`config.mk`:
```
export PLATFORM = sky130hd
export DESIGN_NAME = frame_mc_policer
export DESIGN_NICKNAME = d
export VERILOG_FILES = /design/src/rtl/frame_pkg.sv /design/src/rtl/frame_ch_tracker.sv /design/src/rtl/frame_mc_policer.sv
export SDC_FILE = /design/constraint.sdc
export NUM_CORES = 1
export LEC_CHECK = 0
export ABC_AREA = 1
export CORE_MARGIN = 4
export CORE_UTILIZATION = 42
export CTS_BUF_LIST = sky130_fd_sc_hd__clkbuf_4
export DETAILED_ROUTE_END_ITERATION = 6
export DONT_BUFFER_PORTS = 1
export MAX_ROUTING_LAYER = met4
export PLACE_DENSITY_LB_ADDON = 0.08
export SLEW_MARGIN = 5
export SYNTH_ARGS = -nofsm -noshare
export SYNTH_HDL_FRONTEND = slang
export SYNTH_SLANG_ARGS = --single-unit
export TNS_END_PERCENT = 1
```
`constraint.sdc`:
```
create_clock -name i_clk -period 1.9 [get_ports i_clk]
set_input_delay 0.38 -clock i_clk [delete_from_list [all_inputs] [get_ports i_clk]]
set_output_delay 0.38 -clock i_clk [all_outputs]
set_load 0.01 [all_outputs]
```
`src/rtl/frame_pkg.sv`:
```
// Shared definitions for the multi-channel frame policer: per-channel state
// encoding, o_err bit positions and the channel-id width helper.
package frame_pkg;

  localparam logic [1:0] ST_IDLE    = 2'd0;
  localparam logic [1:0] ST_INFRAME = 2'd1;
  localparam logic [1:0] ST_TRUNC   = 2'd2;

  typedef enum logic [1:0] {
    FS_IDLE    = ST_IDLE,
    FS_INFRAME = ST_INFRAME,
    FS_TRUNC   = ST_TRUNC
  } frame_state_e;

  localparam int ERR_SPUR   = 0;
  localparam int ERR_ORPHAN = 1;
  localparam int ERR_TRUNC  = 2;
  localparam int ERR_BADCH  = 3;

  function automatic int chWidth(input int num_ch);
    return (num_ch <= 1) ? 1 : $clog2(num_ch);
  endfunction

endpackage

```
`src/rtl/frame_ch_tracker.sv`:
```
// Framing state and beat count for a single channel. Outputs describe how the
// current beat would be treated; state only moves when i_en is high.
//
//  state      | meaning
//  ST_IDLE    | no open frame; non-SOP beats are orphans
//  ST_INFRAME | frame open, len beats already forwarded
//  ST_TRUNC   | frame was cut at MAX_LEN; silently discard until EOP or new SOP
module frame_ch_tracker
  import frame_pkg::*;
#(
  parameter int MAX_LEN     = 256,
  parameter bit DROP_ORPHAN = 1'b1
) (
  input  logic i_clk,
  input  logic i_srst_n,
  input  logic i_en,
  input  logic i_sop,
  input  logic i_eop,
  output logic o_fwd,
  output logic o_sop,
  output logic o_eop,
  output logic o_err_trunc,
  output logic o_err_orphan,
  output logic o_err_spur
);

  localparam int LEN_W = $clog2(MAX_LEN + 1);
  localparam logic [LEN_W-1:0] LEN_LAST = LEN_W'(MAX_LEN - 1);

  logic [1:0]       state_q, state_d;
  logic [LEN_W-1:0] len_q, len_d;

  always_comb begin
    state_d      = state_q;
    len_d        = len_q;
    o_fwd        = 1'b0;
    o_sop        = 1'b0;
    o_eop        = 1'b0;
    o_err_trunc  = 1'b0;
    o_err_orphan = 1'b0;
    o_err_spur   = 1'b0;
    if (state_q == ST_INFRAME) begin
      o_fwd      = 1'b1;
      o_err_spur = i_sop;
      if (i_eop) begin
        o_eop   = 1'b1;
        state_d = ST_IDLE;
        len_d   = '0;
      end else if (len_q == LEN_LAST) begin
        o_eop       = 1'b1;
        o_err_trunc = 1'b1;
        state_d     = ST_TRUNC;
        len_d       = '0;
      end else begin
        len_d = len_q + 1'b1;
      end
    end else if (i_sop) begin
      // A SOP opens a new frame from both IDLE and TRUNC
      o_fwd   = 1'b1;
      o_sop   = 1'b1;
      o_eop   = i_eop;
      state_d = i_eop ? ST_IDLE : ST_INFRAME;
      len_d   = i_eop ? '0 : LEN_W'(1);
    end else if (state_q == ST_TRUNC) begin
      if (i_eop) state_d = ST_IDLE;
    end else begin
      o_err_orphan = 1'b1;
      o_fwd        = !DROP_ORPHAN;
    end
  end

  always_ff @(posedge i_clk) begin
    if (!i_srst_n) begin
      state_q <= ST_IDLE;
      len_q   <= '0;
    end else if (i_en) begin
      state_q <= state_d;
      len_q   <= len_d;
    end
  end

endmodule

```
`src/rtl/frame_mc_policer.sv`:
```
// Multi-channel framing corrector and policer: one tracker per channel, the
// addressed channel's verdict is muxed and registered (1-cycle latency).
module frame_mc_policer
  import frame_pkg::*;
#(
  parameter int NUM_CH      = 4,
  parameter int DATA_W      = 32,
  parameter int MAX_LEN     = 256,
  parameter bit DROP_ORPHAN = 1'b1,
  parameter int CNT_W       = 16,
  localparam int CH_W       = chWidth(NUM_CH)
) (
  input  logic              i_clk,
  input  logic              i_srst_n,
  input  logic              i_valid,
  input  logic              i_sop,
  input  logic              i_eop,
  input  logic [CH_W-1:0]   i_ch,
  input  logic [DATA_W-1:0] i_data,
  output logic              o_valid,
  output logic              o_sop,
  output logic              o_eop,
  output logic [CH_W-1:0]   o_ch,
  output logic [DATA_W-1:0] o_data,
  output logic [3:0]        o_err,
  output logic [CNT_W-1:0]  o_errCnt
);

  logic [NUM_CH-1:0] en, fwd, t_sop, t_eop, t_trunc, t_orphan, t_spur;

  for (genvar c = 0; c < NUM_CH; c++) begin : g_ch
    assign en[c] = i_valid && (i_ch == CH_W'(c));

    frame_ch_tracker #(
      .MAX_LEN    (MAX_LEN),
      .DROP_ORPHAN(DROP_ORPHAN)
    ) u_trk (
      .i_clk       (i_clk),
      .i_srst_n    (i_srst_n),
      .i_en        (en[c]),
      .i_sop       (i_sop),
      .i_eop       (i_eop),
      .o_fwd       (fwd[c]),
      .o_sop       (t_sop[c]),
      .o_eop       (t_eop[c]),
      .o_err_trunc (t_trunc[c]),
      .o_err_orphan(t_orphan[c]),
      .o_err_spur  (t_spur[c])
    );
  end

  logic ch_ok, sel_fwd, sel_sop, sel_eop, sel_trunc, sel_orphan, sel_spur;

  // Channel ids at or above NUM_CH match no tracker and leave ch_ok low
  always_comb begin
    ch_ok      = 1'b0;
    sel_fwd    = 1'b0;
    sel_sop    = 1'b0;
    sel_eop    = 1'b0;
    sel_trunc  = 1'b0;
    sel_orphan = 1'b0;
    sel_spur   = 1'b0;
    for (int c = 0; c < NUM_CH; c++) begin
      if (i_ch == CH_W'(c)) begin
        ch_ok      = 1'b1;
        sel_fwd    = fwd[c];
        sel_sop    = t_sop[c];
        sel_eop    = t_eop[c];
        sel_trunc  = t_trunc[c];
        sel_orphan = t_orphan[c];
        sel_spur   = t_spur[c];
      end
    end
  end

  logic              valid_q, valid_d;
  logic              sop_q, sop_d;
  logic              eop_q, eop_d;
  logic [CH_W-1:0]   ch_q;
  logic [DATA_W-1:0] data_q;
  logic [3:0]        err_q, err_d;
  logic [CNT_W-1:0]  cnt_q, cnt_d;

  always_comb begin
    valid_d           = i_valid && ch_ok && sel_fwd;
    sop_d             = valid_d && sel_sop;
    eop_d             = valid_d && sel_eop;
    err_d             = '0;
    err_d[ERR_BADCH]  = i_valid && !ch_ok;
    err_d[ERR_TRUNC]  = i_valid && ch_ok && sel_trunc;
    err_d[ERR_ORPHAN] = i_valid && ch_ok && sel_orphan;
    err_d[ERR_SPUR]   = i_valid && ch_ok && sel_spur;
    cnt_d             = cnt_q;
    if ((|err_d) && (cnt_q != '1)) cnt_d = cnt_q + 1'b1;
  end

  always_ff @(posedge i_clk) begin
    if (!i_srst_n) begin
      valid_q <= 1'b0;
      sop_q   <= 1'b0;
      eop_q   <= 1'b0;
      ch_q    <= '0;
      data_q  <= '0;
      err_q   <= '0;
      cnt_q   <= '0;
    end else begin
      valid_q <= valid_d;
      sop_q   <= sop_d;
      eop_q   <= eop_d;
      ch_q    <= i_ch;
      data_q  <= i_data;
      err_q   <= err_d;
      cnt_q   <= cnt_d;
    end
  end

  assign o_valid  = valid_q;
  assign o_sop    = sop_q;
  assign o_eop    = eop_q;
  assign o_ch     = ch_q;
  assign o_data   = data_q;
  assign o_err    = err_q;
  assign o_errCnt = cnt_q;

endmodule

```
# [Word-level counts from Yosys, hierarchy flattened]
# Cells that the tools add are included.
[totals] out_inout_bits=57 mem_bits_ro=0 ram_bits=0 register_bits=101 latchBits=0 n_memories=0
[op_classes] n_shift=0 n_reduce_logical=36 n_div=0 magnitude_cmp=0 eq_ne=20 bitwise=0 n_mux=110 mul=0 n_addsub=5
[ops] operator="9-bit 2-to-1 mux" n=13
[ops] operator="1-bit 2-to-1 mux" n=76
[ops] operator="2-bit 2-to-1 mux" n=21
[ops] operator="9-bit by 1-bit adder with 9-bit output (second input constant)" n=4
[ops] operator="9-bit by 8-bit equality test with 1-bit output (second input constant)" n=4
[ops] operator="3-bit nonzero test" n=8
[ops] operator="16-bit by 1-bit adder with 16-bit output (second input constant)" n=1
[ops] operator="16-bit != test (second input constant)" n=1
[ops] operator="4-bit AND reduction" n=4
[ops] operator="1-bit logical AND" n=13
[ops] operator="2-bit equality test (second input constant)" n=6
[ops] operator="3-bit != test (second input constant)" n=4
[ops] operator="2-bit by 1-bit equality test with 1-bit output (second input constant)" n=5
[ops] operator="2-bit AND reduction" n=4
[ops] operator="2-bit nonzero test" n=4
[ops] operator="4-bit OR reduction" n=1
[ops] operator="2-bit logical NOT" n=1
[ops] operator="1-bit logical NOT" n=1

# [Logic depth before layout (Yosys ltp)]
# Gate-level depths: netlist (run 1).
[logic_depth] word_depth=11 mapped_depth=13 mapped_depth_nobuf=12

# [By module]
# Synthesis (run 1) repeated with hierarchy kept, for this count alone.
[unflattened] cells_unflattened=717 area_unflattened_um2=5222.5
[by_module_without_submodules] module="frame_ch_tracker" n_inst=4 area_each_um2=690.7 cells_per_inst=98
[by_module_without_submodules] module="frame_mc_policer" n_inst=1 area_each_um2=2459.9 cells_per_inst=325

# [Worst setup path before layout (run 1)]
# OpenSTA, ideal clock, no wires.
[synth_timing] kind="reg-to-reg" startpoint="register cnt_q[0], in the netlist o_errCnt[0]" endpoint="register cnt_q[5], in the netlist o_errCnt[5]" setup_ns=0.132 arrival_time_ns=1.659 path_stages_with_launch=10 setup_slack_ns=0.109 period_less_slack_ns=1.791 path_buffers=1 path_cell_list="dfxtp_1 -> ha_1 -> nand2_1 -> nor2_2 -> nand2_2 -> nor3_2 -> nand4_4 -> buf_2 -> nand3_1 -> a21oi_1"
[synth_between] elab_chain_cells=2 word_cells_on_any_way=3
[synth_lines] item="from (decl)" line_no="frame_mc_policer.sv:82" rtl="logic [CNT_W-1:0] cnt_q, cnt_d;"
[synth_lines] item="from (signal assigned)" line_no="frame_mc_policer.sv:113" rtl="cnt_q <= cnt_d;"
[synth_lines] item="branches (longest 2 deep; another with 16-bit by 1-bit adder with 16-bit output)"
# Several ways; the timed one is not identified.
# A chain may end at the register's enable or synchronous reset.

# [Worst setup path after layout (run 1)]
[layout_timing] startpoint="register g_ch[2].u_trk.len_q[1]" endpoint="register cnt_q[12], in the netlist o_errCnt[12]"
[layout_between] elab_chain_cells=9
[layout_lines] item="from (decl)" line_no="frame_ch_tracker.sv:31" rtl="logic [LEN_W-1:0] len_q, len_d;"
[layout_lines] item="from (signal assigned)" line_no="frame_ch_tracker.sv:78" rtl="len_q <= len_d;"
[layout_lines] item="9-bit by 8-bit equality test with 1-bit output" line_no="frame_ch_tracker.sv:49" rtl="end else if (len_q == LEN_LAST) begin"
[layout_lines] item="1-bit 2-to-1 mux" line_no="frame_ch_tracker.sv:49"
[layout_lines] item="1-bit 2-to-1 mux" line_no="frame_ch_tracker.sv:45" rtl="if (i_eop) begin"
[layout_lines] item="1-bit 2-to-1 mux" line_no="frame_ch_tracker.sv:42" rtl="if (state_q == ST_INFRAME) begin"
[layout_lines] item="1-bit 2-to-1 mux (2 in series)" line_no="frame_mc_policer.sv:64" rtl="if (i_ch == CH_W'(c)) begin"
[layout_lines] item="1-bit logical AND" line_no="frame_mc_policer.sv:90" rtl="err_d[ERR_TRUNC] = i_valid && ch_ok && sel_trunc;"
[layout_lines] item="4-bit OR reduction" line_no="frame_mc_policer.sv:94" rtl="if ((|err_d) && (cnt_q != '1)) cnt_d = cnt_q + 1'b1;"
[layout_lines] item="1-bit logical AND" line_no="frame_mc_policer.sv:94"
# No other way between the ends.

==> results of run 1 <==
power breakdown:
part | leakage, nW | total (mW) | internal, mW | switching [mW]
clock | 0.0547 | 0.985 | 0.262 | 0.724
sequential | 0.827 | 2.23 | 2.18 | 0.0521
combinational | 1.59 | 0.402 | 0.194 | 0.208
total | 2.47 | 3.62 | 2.64 | 0.984
cell families after synthesis:
group,count (synthesis)
adders and majority gates,5
DFF,101
xor gates and xnor gates,18
and+or+nand+nor,311
buffers and inverters,116
AOI/OAI and AO/OA,91
other,1
sequential cells by signal (all words and copies together) (netlist names):
signal / flops
o_eop: 1
g_ch.u_trk.state_q: 8
o_ch: 2
o_errCnt: 16
o_err: 4
o_sop: 1
o_valid: 1
g_ch.u_trk.len_q: 36
o_data: 32
path summary, 6_finish.rpt:
| check | from | end | slack [ns] | cells past startpoint |
|---|---|---|---|---|
| hold / removal | i_srst_n | g_ch[0].u_trk.len_q[0]$_SDFFE_PN0P_ | 0.05 | 1 |
| hold reg to reg | g_ch[1].u_trk.len_q[8]$_SDFFE_PN0P_ | g_ch[1].u_trk.len_q[8]$_SDFFE_PN0P_ | 0.47 | 2 |
| setup reg to reg | g_ch[2].u_trk.len_q[1]$_SDFFE_PN0P_ | o_errCnt[12]$_SDFFE_PN0P_ | 0.13 | 10 |
| setup / recovery | g_ch[2].u_trk.len_q[1]$_SDFFE_PN0P_ | o_errCnt[12]$_SDFFE_PN0P_ | 0.13 | 10 |
stage by stage:
step	cell area, um^2	hold slack [ns]	worst slack, ns	utilization	std cells
floorplan	4620	0.439	0.109	-	643
global placement	4930	0.453	0.127	0.457	796
detailed placement	4930	0.457	0.0367	0.457	796
CTS	5720	0.0108	0.00944	0.530	879
global route	5750	0.00612	-0.00843	0.533	880
finish	5750	0.0525	0.128	0.533	880
worst max-delay path, cell delays in order, from the launching register on:
cell and delay, ns:
dfxtp_2 0.36, ha_1 0.16, nand2_1 0.08, nor2_2 0.13
nand4_1 0.15, a21oi_2 0.21, nand3_2 0.12, nand2_4 0.11
buf_4 0.15, nand3_1 0.07, a21oi_1 0.16
routing by layer:
metal	up-vias	share of wire	routed length, um
li1	2252	-	-
met1	2010	0.45	5400
met2	91	0.49	5900
met3	19	0.045	539
met4	0	0.019	231
met5	-	0	0
final cells by class:
cell class / instances / area share
Clock inverter: 5 / 0.00653
Sequential cell: 101 / 0.352
Multi-Input combinational cell: 426 / 0.373
Clock buffer: 9 / 0.0117
Inverter: 101 / 0.0659
Tap cell: 140 / 0.0305
Timing Repair Buffer: 98 / 0.160
cell usage in the layout (no fill, tap or decap), types with 3 or more instances in the layout:
master and n:
nor2_1 55, nor2_2 5, xor2_1 10, a211oi_1 4
inv_2 5, nand3_1 60, a31oi_1 4, nor3b_1 3
o211ai_1 3, dfxtp_2 4, dlygate4sd3_1 69, ha_1 5
nand4_1 5, nor4_1 7, nand2_1 144, buf_4 28
a21oi_1 43, xnor2_1 8, nor3_1 19, clkbuf_4 9
dfxtp_1 97, o21ai_0 29, inv_1 95
what timing repair did:
action / 4_1_cts / 5_1_grt
resized for setup: 0 / 8
buffers inserted: 0 / 1
setup endpoints to repair: 0 / 16
hold buffers: 69 / 0
hold endpoints to repair: 39 / 0
==> run_summary.xml, run 1 <==
<?xml version="1.0" encoding="UTF-8"?>
<metrics>
  <group name="status">
    <metric name="outcome" unit="">finished, final reports clean</metric>
  </group>
  <group name="route">
    <metric name="remaining_antenna_violation_count" unit="">0</metric>
    <metric name="overall_via_count_from_detail_route" unit="">4372</metric>
    <metric name="totalWireLength" unit="um">12100</metric>
    <metric name="drt-wirelength-per-cell" unit="um">13.7</metric>
    <metric name="initialDrtViolationCount" unit="">180</metric>
    <metric name="detailed_routing_iterations_pass_1" unit="">4</metric>
    <metric name="route.detailed.vias_per_inst" unit="">4.97</metric>
    <metric name="post-route-drc-count" unit="">0</metric>
  </group>
  <group name="floorplanning">
    <metric name="placement_rows" unit="">38</metric>
    <metric name="pin_count" unit="">96</metric>
    <metric name="floorplan.initialDensity" unit="">0.428</metric>
    <metric name="horizontal_die_dimension" unit="um">113</metric>
    <metric name="floorplan.die.height" unit="um">113</metric>
    <metric name="die-area" unit="mm^2">0.0127</metric>
    <metric name="coreArea" unit="mm^2">0.0108</metric>
  </group>
  <group name="timing">
    <metric name="final.min_clock_period" unit="ns">1.77</metric>
    <metric name="setup_viol_count_final" unit="">0</metric>
    <metric name="finalClockSkew" unit="ns">0.0203</metric>
    <metric name="setup_total_negative_slack" unit="ns">0</metric>
    <metric name="timing.final.crit_share" unit="">0.933</metric>
    <metric name="final-max-slew-violation-count" unit="">0</metric>
    <metric name="hold_viol_final" unit="">0</metric>
    <metric name="clock.fmax" unit="MHz">564</metric>
  </group>
  <group name="clock_network">
    <metric name="root_buffer_cell" unit="">clkbuf_4</metric>
    <metric name="clk_lat_worst_skew" unit="ns">0.48</metric>
    <metric name="tritoncts_buffer_count" unit="">9</metric>
    <metric name="htree_num_levels" unit="">3</metric>
    <metric name="clock_tree_from_tritoncts" unit="">done</metric>
    <metric name="clock_tree.buffer_depth" unit="">2</metric>
    <metric name="clk_transition_reported_paths" unit="ns">0.14</metric>
    <metric name="clock_sinks" unit="">101</metric>
  </group>
  <group name="yosys">
    <metric name="synthesis.area" unit="mm^2">0.00462</metric>
    <metric name="syn-mean-instance-area" unit="um^2">7.18</metric>
    <metric name="synth.top_cells.by_area" unit="">dfxtp_1 (44%), nand2_1 (12%), inv_1 (7.7%), nand3_1 (6.6%), a21oi_1 (4.8%)</metric>
    <metric name="ys_types" unit="">41</metric>
    <metric name="synth_simple_gate_area_frac" unit="">0.304</metric>
    <metric name="yosysSeqAreaShare" unit="">0.438</metric>
    <metric name="yosys-top-cells-count" unit="">nand2_1 (144), dfxtp_1 (101), inv_1 (95)</metric>
    <metric name="number_of_flops_mapped_to_enable_cells_by_yosys" unit="">0</metric>
    <metric name="synth_flop_cell" unit="">dfxtp_1</metric>
    <metric name="netlist_instances" unit="">643</metric>
    <metric name="post_synth_fa_ha_maj_area_fraction" unit="">0.0136</metric>
    <metric name="ys_seq_elements" unit="">101</metric>
    <metric name="yosysMostFrequentCell" unit="">nand2_1</metric>
    <metric name="synth_compound_gate_area_share" unit="">0.109</metric>
    <metric name="post_synth_xor_area_fraction" unit="">0.0341</metric>
    <metric name="synthDominantCellAreaShare" unit="">0.438</metric>
    <metric name="combinational_family_with_the_most_area_after_synthesis" unit="">simple AND/OR/NAND/NOR gates</metric>
    <metric name="mux_cell_area_share_after_synthesis" unit="">0</metric>
    <metric name="synthDominantAreaCellType" unit="">dfxtp_1</metric>
    <metric name="syn_nets" unit="">687</metric>
    <metric name="postSynth.asyncResetShare" unit="">0</metric>
    <metric name="warnings_synthesis" unit="">0</metric>
  </group>
  <group name="place">
    <metric name="place_congestion" unit="">0.839</metric>
    <metric name="placement.io_buffers" unit="">0</metric>
    <metric name="hpwlAfterDp" unit="um">7990</metric>
  </group>
  <group name="global_routing">
    <metric name="first_global_vias" unit="">4294</metric>
    <metric name="grtUsageMet1" unit="">0.242</metric>
    <metric name="grt_usage" unit="">0.197</metric>
    <metric name="global_route.usage.met3" unit="">0.0433</metric>
    <metric name="maximum_number_of_pins_on_one_net_before_global_route_repair" unit="">46</metric>
    <metric name="busiest_layer" unit="">met2</metric>
    <metric name="grt-ovfl-total" unit="">0</metric>
    <metric name="number_of_antenna_violations_at_the_first_check_in_global_routing" unit="">0</metric>
    <metric name="grt_first_pass_wirelength" unit="um">19900</metric>
    <metric name="grt_use_met2" unit="">0.314</metric>
  </group>
  <group name="worst_setup_path">
    <metric name="timing.critical_path.from_type" unit="">flip-flop</metric>
    <metric name="element_type_at_the_critical_path_end" unit="">flip-flop</metric>
    <metric name="crit_path_max_fanout" unit="">7</metric>
    <metric name="criticalPathCategory" unit="">flip-flop to flip-flop</metric>
    <metric name="worst_ep_arrival_time" unit="ns">2.17</metric>
    <metric name="critical_path_required_time" unit="ns">2.30</metric>
  </group>
  <group name="power_and_ir_drop">
    <metric name="report.power.total" unit="mW">3.62</metric>
    <metric name="power_density" unit="mW/mm^2">629</metric>
    <metric name="cellLeakagePower" unit="nW">2.47</metric>
    <metric name="vdd.ir_drop.worst" unit="V">0.000465</metric>
  </group>
  <group name="cells_and_area">
    <metric name="area_growth_syn_to_layout" unit="%">24.6</metric>
    <metric name="drive_gt1_frac" unit="">0.0959</metric>
    <metric name="num_antenna_cells" unit="">0</metric>
    <metric name="multiInputGateArea" unit="mm^2">0.00214</metric>
    <metric name="sequential_cell_area" unit="mm^2">0.00203</metric>
    <metric name="num-fill-cells" unit="">1036</metric>
    <metric name="final_nets" unit="">781</metric>
  </group>
  <group name="job">
    <metric name="max-cap-violations" unit="">0</metric>
  </group>
  <group name="hold_path">
    <metric name="hp-class" unit="">input port to flip-flop</metric>
  </group>
</metrics>
(Power assumes the default switching activity.)
==> run 2: changes to the inputs <==
Settings changed: CORE_UTILIZATION 42 to 55.
==> run 2 against run 1 <==
  * Worst setup slack got worse by 0.0098 ns
  * Sequential power barely moved
  * Final cell count fell by 8.1%
  * Wire length fell by 7.6%
  * Clock power rose by 21%
  * Highest routed layer unchanged
==> run_summary.xml, run 2 (synthesis gave the netlist of run 1 again) <==
<?xml version="1.0" encoding="UTF-8"?>
<metrics>
  <group name="worst_setup_path">
    <metric name="timing.critical_path.from_type" unit="">flip-flop</metric>
    <metric name="worst_r2r_path_depth" unit="">10</metric>
    <metric name="critical_path.reg2reg.startpoint" unit="">g_ch[2].u_trk.len_q[0]$_SDFFE_PN0P_</metric>
    <metric name="critical_path_required_time" unit="ns">2.28</metric>
    <metric name="crit_path_max_fanout" unit="">8</metric>
    <metric name="worst_r2r_endpoint" unit="">o_errCnt[10]$_SDFFE_PN0P_</metric>
    <metric name="worst_ep_arrival_time" unit="ns">2.16</metric>
    <metric name="reg2reg_slack" unit="ns">0.12</metric>
    <metric name="element_type_at_the_critical_path_end" unit="">flip-flop</metric>
    <metric name="criticalPathCategory" unit="">flip-flop to flip-flop</metric>
    <metric name="crit_start" unit="">g_ch[2].u_trk.len_q[0]$_SDFFE_PN0P_</metric>
  </group>
  <group name="floorplanning">
    <metric name="pin_count" unit="">96</metric>
    <metric name="floorplan.initialDensity" unit="">0.565</metric>
    <metric name="die-area" unit="mm^2">0.00992</metric>
    <metric name="floorplan.die.height" unit="um">99.6</metric>
    <metric name="placement_rows" unit="">33</metric>
    <metric name="horizontal_die_dimension" unit="um">99.6</metric>
    <metric name="coreArea" unit="mm^2">0.00818</metric>
  </group>
  <group name="global_routing">
    <metric name="grtUsageMet1" unit="">0.282</metric>
    <metric name="maximum_number_of_pins_on_one_net_before_global_route_repair" unit="">34</metric>
    <metric name="grt_first_pass_wirelength" unit="um">18300</metric>
    <metric name="number_of_antenna_violations_at_the_first_check_in_global_routing" unit="">0</metric>
    <metric name="busiest_layer" unit="">met2</metric>
    <metric name="grt_usage" unit="">0.231</metric>
    <metric name="first_global_vias" unit="">4067</metric>
    <metric name="grt_use_met2" unit="">0.374</metric>
    <metric name="grt-ovfl-total" unit="">0</metric>
    <metric name="global_route.usage.met3" unit="">0.0554</metric>
  </group>
  <group name="job">
    <metric name="max-cap-violations" unit="">0</metric>
  </group>
  <group name="cells_and_area">
    <metric name="area_growth_syn_to_layout" unit="%">18.0</metric>
    <metric name="drive_gt1_frac" unit="">0.115</metric>
    <metric name="regMostFlops" unit="">g_ch.u_trk.len_q</metric>
    <metric name="num_antenna_cells" unit="">0</metric>
    <metric name="most_used_cells_in_the_layout_excluding_fill_and_tap_cells" unit="">nand2_1 (143), inv_1 (95), dfxtp_1 (94), nand3_1 (60), nor2_1 (52)</metric>
    <metric name="largest_reg_flops" unit="">36</metric>
    <metric name="layout_commonest_cell" unit="">nand2_1</metric>
    <metric name="fin_area" unit="mm^2">0.00545</metric>
    <metric name="final_nets" unit="">743</metric>
    <metric name="final_util" unit="">0.667</metric>
  </group>
  <group name="power_and_ir_drop">
    <metric name="power.share.combinational" unit="">0.096</metric>
    <metric name="cellInternalPower" unit="mW">2.67</metric>
    <metric name="share_clk_of_total_power" unit="">0.314</metric>
    <metric name="p_sw_frac" unit="">0.294</metric>
    <metric name="power_density" unit="mW/mm^2">693</metric>
    <metric name="report.power.total" unit="mW">3.78</metric>
    <metric name="sequentialPowerShare" unit="">0.590</metric>
    <metric name="switching_power" unit="mW">1.11</metric>
    <metric name="cellLeakagePower" unit="nW">2.39</metric>
    <metric name="vdd.ir_drop.worst" unit="V">0.000483</metric>
  </group>
  <group name="timing">
    <metric name="finalWorstSetupSlack" unit="ns">0.118</metric>
    <metric name="maxSlewHeadroom" unit="">0.191</metric>
    <metric name="timing.final.crit_share" unit="">0.938</metric>
    <metric name="clock.fmax" unit="MHz">561</metric>
    <metric name="finalClockSkew" unit="ns">0.0359</metric>
    <metric name="hold_viol_final" unit="">0</metric>
    <metric name="pin_slew_with_the_least_headroom_to_its_limit" unit="ns">1.21</metric>
    <metric name="final.min_clock_period" unit="ns">1.78</metric>
    <metric name="setup_viol_count_final" unit="">0</metric>
    <metric name="final-max-slew-violation-count" unit="">0</metric>
  </group>
  <group name="route">
    <metric name="totalWireLength" unit="um">11200</metric>
    <metric name="route.detailed.vias_per_inst" unit="">5.34</metric>
    <metric name="detailed_routing_iterations_pass_1" unit="">5</metric>
    <metric name="overall_via_count_from_detail_route" unit="">4318</metric>
    <metric name="drt-wirelength-per-cell" unit="um">13.8</metric>
    <metric name="post-route-drc-count" unit="">0</metric>
    <metric name="initialDrtViolationCount" unit="">186</metric>
    <metric name="remaining_antenna_violation_count" unit="">0</metric>
  </group>
  <group name="clock_network">
    <metric name="root_buffer_cell" unit="">clkbuf_4</metric>
    <metric name="tritoncts_buffer_count" unit="">9</metric>
    <metric name="clk_lat_worst_skew" unit="ns">0.46</metric>
    <metric name="clock_sinks" unit="">101</metric>
    <metric name="clock_tree.buffer_depth" unit="">2</metric>
    <metric name="clk_transition_reported_paths" unit="ns">0.18</metric>
    <metric name="htree_num_levels" unit="">3</metric>
    <metric name="clock_tree_from_tritoncts" unit="">done</metric>
  </group>
  <group name="hold_path">
    <metric name="hold_end" unit="">g_ch[1].u_trk.state_q[0]$_SDFFE_PN0P_</metric>
    <metric name="timing.hold.worst_path_depth" unit="">2</metric>
    <metric name="hp-class" unit="">input port to flip-flop</metric>
    <metric name="timing.hold.worst.start" unit="">i_srst_n</metric>
  </group>
  <group name="place">
    <metric name="placedInstanceArea" unit="mm^2">0.00487</metric>
    <metric name="placement.io_buffers" unit="">0</metric>
    <metric name="worst_slack_after_detailed_placement" unit="ns">0.0712</metric>
    <metric name="place_congestion" unit="">0.923</metric>
    <metric name="hpwlAfterDp" unit="um">7610</metric>
  </group>
  <group name="status">
    <metric name="outcome" unit="">finished, final reports clean</metric>
  </group>
</metrics>
[run 2: cell count changes in the layout (fill, tap and decap cells not counted), sizes merged]
cell / delta
buf: -2
clkinv: +3
clkinvlp: -2
dlygate4sd3: -36
inv: +1
[run 2: how the worst max path moves through the flow]
stage	endpoint	cells after the start
finish	o_errCnt[10]$_SDFFE_PN0P_	10
global route	o_errCnt[1]$_SDFFE_PN0P_	11
CTS	o_errCnt[1]$_SDFFE_PN0P_	10
detailed placement	o_errCnt[5]$_SDFFE_PN0P_	10
global placement	o_errCnt[3]$_SDFFE_PN0P_	10
floorplan	o_errCnt[5]$_SDFFE_PN0P_	9
[run 2: power by group through the flow]
stage	Combinational (mW)	Clock [mW]	Sequential (mW)
CTS	0.346	1.22	2.23
global route	0.403	1.31	2.24
detailed placement	0.284	0	2.28
global placement	0.276	0	2.28
floorplan	0.215	0	2.27
finish	0.363	1.19	2.23
[run 2: area by class of cell]
| type | instances | area, um^2 |
|---|---|---|
| fill | 700 | 2730 |
| multi-input combinational | 426 | 2180 |
| sequential | 101 | 2040 |
| timing repair buffer | 60 | 558 |
| inverter | 101 | 379 |
| tap | 105 | 131 |
| clock inverter | 7 | 96.3 |
| clock buffer | 9 | 67.6 |
[run 2: repair_timing]
item	CTS	global route
setup endpoints to repair	0	20
resized for setup	0	22
hold buffers	31	2
buffers inserted	0	2
endpoints found under the hold margin	32	1
[run 2: routing by layer]
layer | vias to the layer above | part of all wire
met5 | - | 0
met3 | 19 | 0.075
li1 | 2181 | -
met4 | 0 | 0.015
met2 | 156 | 0.48
met1 | 1962 | 0.43
[run 2: per-stage QoR]
stage	cells	hold slack [ns]	setup TNS, ns
floorplan	643	0.439	0
global placement	758	0.446	0
detailed placement	758	0.456	0
CTS	805	0.00102	0
global route	809	0.0137	-0.0181
finish	809	0.0301	0
[run 2: critical path: stages, from the launching register on]
cell	delay, ns
dfxtp_2	0.39
ha_1	0.17
nand2_1	0.08
nor2_2	0.12
nand4_1	0.11
a21oi_1	0.22
nand3_2	0.13
nand2_4	0.16
buf_12	0.13
nand3_1	0.08
a21oi_2	0.12
